### src/rtl/ball_motion_renderer.sv
// Square ball for an 800x600 raster: frame-rate motion, wall bounces, bottom miss
// with serve delay, and a registered per-pixel mask/colour output.
module ball_motion_renderer #(
   parameter int          H_RES        = 800,
   parameter int          V_RES        = 600,
   parameter int          SIZE         = 16,
   parameter int          SPEED        = 4,
   parameter int          START_X      = 392,
   parameter int          START_Y      = 292,
   parameter int          SERVE_FRAMES = 60,
   parameter logic [11:0] COLOR        = 12'hFFF
) (
   input  logic        clk,
   input  logic        rst,
   input  logic [9:0]  x,
   input  logic [9:0]  y,
   input  logic        launch,
   output logic        pixel_on,
   output logic [11:0] rgb,
   output logic [9:0]  ball_x,
   output logic [9:0]  ball_y,
   output logic        bounce,
   output logic        miss,
   output logic [1:0]  state
);

   localparam logic [1:0] S_IDLE   = 2'd0;
   localparam logic [1:0] S_MOVING = 2'd1;
   localparam logic [1:0] S_SERVE  = 2'd2;
   localparam int         CW       = (SERVE_FRAMES > 1) ? $clog2(SERVE_FRAMES) : 1;

   logic          frame_tick, hit;
   logic          dir_x, dir_y;          // 1 = right / down
   logic [CW-1:0] cnt;
   logic [10:0]   x11, y11, bx11, by11;
   logic [9:0]    nx, ny;
   logic          ndx, ndy, xb, yb, ym;

   assign frame_tick = (x == 10'(H_RES - 1)) && (y == 10'(V_RES - 1));

   // 11-bit compares so ball edge + SIZE never wraps
   assign x11  = {1'b0, x};
   assign y11  = {1'b0, y};
   assign bx11 = {1'b0, ball_x};
   assign by11 = {1'b0, ball_y};
   assign hit  = (x11 >= bx11) && (x11 < bx11 + 11'(SIZE)) &&
                 (y11 >= by11) && (y11 < by11 + 11'(SIZE));

   always_comb begin
      nx  = ball_x;
      ny  = ball_y;
      ndx = dir_x;
      ndy = dir_y;
      xb  = 1'b0;
      yb  = 1'b0;
      ym  = 1'b0;
      if (!dir_x) begin
         if (bx11 < 11'(SPEED)) begin
            nx = 10'd0; ndx = 1'b1; xb = 1'b1;
         end else begin
            nx = ball_x - 10'(SPEED);
         end
      end else begin
         if (bx11 + 11'(SPEED + SIZE) > 11'(H_RES)) begin
            nx = 10'(H_RES - SIZE); ndx = 1'b0; xb = 1'b1;
         end else begin
            nx = ball_x + 10'(SPEED);
         end
      end
      if (!dir_y) begin
         if (by11 < 11'(SPEED)) begin
            ny = 10'd0; ndy = 1'b1; yb = 1'b1;
         end else begin
            ny = ball_y - 10'(SPEED);
         end
      end else begin
         if (by11 + 11'(SPEED + SIZE) > 11'(V_RES)) ym = 1'b1;
         else                                       ny = ball_y + 10'(SPEED);
      end
   end

   always_ff @(posedge clk) begin
      if (rst) begin
         state    <= S_IDLE;
         ball_x   <= 10'(START_X);
         ball_y   <= 10'(START_Y);
         dir_x    <= 1'b0;
         dir_y    <= 1'b0;
         cnt      <= '0;
         pixel_on <= 1'b0;
         rgb      <= 12'h000;
         bounce   <= 1'b0;
         miss     <= 1'b0;
      end else begin
         pixel_on <= hit;
         rgb      <= hit ? COLOR : 12'h000;
         bounce   <= 1'b0;
         miss     <= 1'b0;
         case (state)
            S_IDLE: if (launch) begin
               state <= S_MOVING;
               dir_x <= 1'b0;
               dir_y <= 1'b0;
            end
            S_MOVING: if (frame_tick) begin
               if (ym) begin
                  // miss wins over any simultaneous X bounce
                  miss   <= 1'b1;
                  ball_x <= 10'(START_X);
                  ball_y <= 10'(START_Y);
                  dir_x  <= 1'b0;
                  dir_y  <= 1'b0;
                  state  <= S_SERVE;
                  cnt    <= '0;
               end else begin
                  ball_x <= nx;
                  ball_y <= ny;
                  dir_x  <= ndx;
                  dir_y  <= ndy;
                  bounce <= xb | yb;
               end
            end
            S_SERVE: if (frame_tick) begin
               if (cnt == CW'(SERVE_FRAMES - 1)) begin
                  state <= S_IDLE;
                  cnt   <= '0;
               end else begin
                  cnt <= cnt + 1'b1;
               end
            end
            default: state <= S_IDLE;
         endcase
      end
   end

endmodule
### config.mk
export PLATFORM = sky130hd
export DESIGN_NAME = ball_motion_renderer
export DESIGN_NICKNAME = d
export VERILOG_FILES = /design/src/rtl/ball_motion_renderer.sv
export SDC_FILE = /design/constraint.sdc
export NUM_CORES = 1
export LEC_CHECK = 0
export ABC_AREA = 1
export BUFFER_PORTS_ARGS = -buffer_cell sky130_fd_sc_hd__buf_2
export CORE_MARGIN = 8
export CORE_UTILIZATION = 57
export DETAILED_ROUTE_END_ITERATION = 8
export GPL_ROUTABILITY_DRIVEN = 0
export PLACE_DENSITY = 0.79
export SLEW_MARGIN = 20
export SYNTH_ARGS = -nofsm -noshare
export SYNTH_HDL_FRONTEND = slang
export SYNTH_SLANG_ARGS = --single-unit
### constraint.sdc
create_clock -name clk -period 4.01 [get_ports clk]
set_clock_uncertainty 0.15 [all_clocks]
set_input_delay 1.0025 -clock clk [delete_from_list [all_inputs] [get_ports clk]]
set_output_delay 1.0025 -clock clk [all_outputs]
set_load 0.03 [all_outputs]
==> results.md <==
* DP Worst Slack at 1.07 ns
* CP Cell Sequence: buf_2, nor2_1, nand3_1, nor2_1, nand2_1, nor2_1, nand2_1, nor3_1, a32oi_1
* Final setup TNS at 0 ns
* Most frequent cell after synthesis: nand2_1
* Synth area leaders: dfxtp_1, ha_1, nand2_1
* Setup ws final at 1.31 ns
* NetSw at 205 µW
* Max Clock Freq at 370 MHz
* Final Total Pwr at 784 µW
* Final Core Density at 0.656
* Die W at 92.1 µm
* Yosys reg bits at 29
* CP Max Fanout at 8
* Antenna Diode Count at 0
* Final Max Slew Viols at 0
* Sw frac at 0.261
* Share of power burned in registers at 0.381
* Logic pwr share at 0.146
* Setup bufs post-CTS at 0
* Worst reg-to-reg path cell count at 14
* Clock Sinks at 29
* CP startpoint: x[5]
* Post-DP HPWL at 6830 µm
* Critical path launch point type: input pin
* Number of global-route vias before repair at 3,216
* Worst reg-to-reg setup slack at 1.54 ns
* Worst path top cell family by delay: simple AND/OR/NAND/NOR gates
* H-tree lvl count at 2
* Reg-to-Reg Start: ball_y[4]
* Post-route minimum period at 2.70 ns
* Bufs on Longest Clock Path at 2
* Top cell type's share of synthesized area at 0.176
* Post-synth top flop: dfxtp_1
* Mapped Cells at 519
* Leak Pwr at 0.00187 µW
* Hold buffers post-CTS at 0
* Clock slew at reported path FFs at 0.08 ns
* DR iter-0 viols at 216
* Gr ovfl total at 0
* Critical path type: input pin to flop
* Max_cap viols at 0
* IO Count at 60
* CTS Root Cell: clkbuf_8
* Initial core utilization at 0.596
* Worst Path Required at 4.00 ns
* First-pass GRT wire length at 14,800 µm
* DIE AREA at 8480 µm²
* Core Region at 5540 µm²
* Synth Area per Inst at 6.36 µm²
* WP depth at 9
* Area leader, netlist: dfxtp_1
* Number of flops mapped to enable cells by yosys at 0
* Power density over the cells at 216 nW/µm²
* Clock group share of total power at 0.474
* Asr flop ratio synth at 0
* Wire per inst at 13.9 µm
* Seq/Total Area, Yosys at 0.176
* Clock tree from TritonCTS: yes
* Final worst-path cycle share at 0.673
* First-pass DRT Iterations at 5
* Layout cell share with drive strength beyond 1 at 0.150
* Peak VDD IR at 0.172 mV
* Critical path's slowest cell: nor2_1
* RSZ-0062 raised after global routing: false
* Mapped Area at 3300 µm²
* Initial antenna violation count at 0
* Outcome: complete, no violations
* Synth top cells by count: nand2_1, inv_1, nor2_1
* Largest net degree at the start of global routing at 21
* Worst endpoint data arrival time at 2.69 ns
* Post-cts gate resize count at 0
* Post-route DRC violation count at 0
* HP Class: flop to flop
* Fin. Hold Viols at 0
* Crit path largest cell delay at 0.51 ns
* Worst flop-to-flop path endpoint: ball_x[6]
* Fillers at 539
* Rel. slew slack at 0.531
* Inserted Clock Buffers at 5
* Cell variety after synth at 43
* Port Buffers at 55
* Final #Nets at 621
* Most frequent CP cell: nor2_1
* Internal at 580 µW
* Die Y at 92.1 µm
* CP Capture Type: flop
* DRT Wirelength at 8790 µm
* Site Rows at 27
* GR Util All Layers at 0.206
* Routed vias/inst at 5.50
* Clock latency on the worst-skew pair at 0.29 ns
* Routed Antenna Nets at 0
* Final Setup Violations at 0
* Tightest Pin Transition at 0.702 ns
* Synthesis-to-finish area growth at 10.1%
* Critical path capture point: ball_y[5]
* Vias at 3,470
* WP buf/inv at 1
* Yosys warns at 0
[power by group through the flow]
| stage | Clock (µW) | Sequential, µW | Combinational [µW] |
|---|---|---|---|
| 6_report | 371 | 298 | 114 |
| 5_1_grt | 388 | 299 | 129 |
| 4_1_cts | 373 | 298 | 113 |
| 3_5_place_dp | 0 | 305 | 113 |
| 3_3_place_gp | 0 | 305 | 110 |
| 2_1_floorplan | 0 | 306 | 82.7 |
[area by class of cell]
type | instances | area (µm²) | area share
sequential | 29 | 581 | 0.160
inverter | 68 | 255 | 0.0702
clock buffer | 5 | 68.8 | 0.0189
tap | 72 | 90.1 | 0.0248
multi-input combinational | 399 | 2300 | 0.633
timing repair buffer | 55 | 275 | 0.0757
clock inverter | 3 | 65.1 | 0.0179
[worst register-to-register path: stages, from the launching register on]
cell and delay (ns):
dfxtp_1 0.59, inv_2 0.16, ha_1 0.23, nand2_1 0.05
nand2_1 0.10, xor2_1 0.16, nand2_1 0.09, nand2_1 0.05
nand2_1 0.07, nand2_2 0.10, nand2_4 0.16, nand2_8 0.11
nor2_8 0.15, nand2_4 0.08, o21ai_1 0.16
[per-layer routing]
layer | vias up | track usage | share of wire | wire length [µm]
li1 | 1774 | - | - | -
met1 | 1558 | 0.247 | 0.43 | 3820
met2 | 124 | 0.361 | 0.48 | 4260
met3 | 14 | 0.0456 | 0.067 | 587
met4 | 0 | 0.0537 | 0.014 | 126
met5 | - | 0 | 0 | 0
[per-stage QoR]
stage               hold slack (ns)  instance area (µm²)  cells
global placement              0.331                 3500    623
finish                        0.349                 3640    631
floorplan                     0.320                 3310    522
detailed placement            0.338                 3500    623
CTS                           0.348                 3640    631
global route                  0.389                 3640    631
[sequential cells by signal, summed over array words and instances, names as in the netlist]
register,flops
ball_x,8
ball_y,8
bounce,1
cnt,6
dir_x,1
dir_y,1
miss,1
rgb,1
state,2
[how the worst min path moves through the flow]
stage | start | end | cells past startpoint
after global routing | dir_x | dir_x | 2
after detailed placement | dir_x | dir_x | 2
after floorplan | dir_x | dir_x | 2
after CTS | dir_x | dir_x | 2
after global placement | dir_x | dir_x | 2
final | dir_x | dir_x | 2
[cell families (layout without fill, tap and decap cells)]
group                      count (synthesis)  in the layout  synth area share
adders and majority gates                 40             40             0.152
buffers and inverters                     94            131             0.131
xor gates and xnor gates                  20             20            0.0531
DFF                                       29             29             0.176
other                                      1              4           0.00114
AOI/OAI and AO/OA                         90             90             0.149
and+or+nand+nor                          245            245             0.338
[placed cells by master (no fill, tap or decap), drive strengths merged, types with 2 or more instances in the layout]
| cell type | synthesis | final |
|---|---|---|
| nand2 | 129 | 129 |
| inv | 66 | 66 |
| buf | 22 | 55 |
| nor2 | 53 | 53 |
| a21oi | 42 | 42 |
| ha | 40 | 40 |
| o21ai | 35 | 35 |
| nand3 | 33 | 33 |
| dfxtp | 29 | 29 |
| xor2 | 17 | 17 |
| nand4 | 16 | 16 |
| nor3 | 8 | 8 |
| clkbuf | 4 | 5 |
| conb | 1 | 4 |
| xnor2 | 3 | 3 |
| o211ai | 3 | 3 |
| clkinv | 2 | 3 |
| o31ai | 2 | 2 |
| a31oi | 2 | 2 |
| nand3b | 2 | 2 |
| bufinv | 0 | 2 |
No activity file was read; power rests on OpenSTA's default activity.
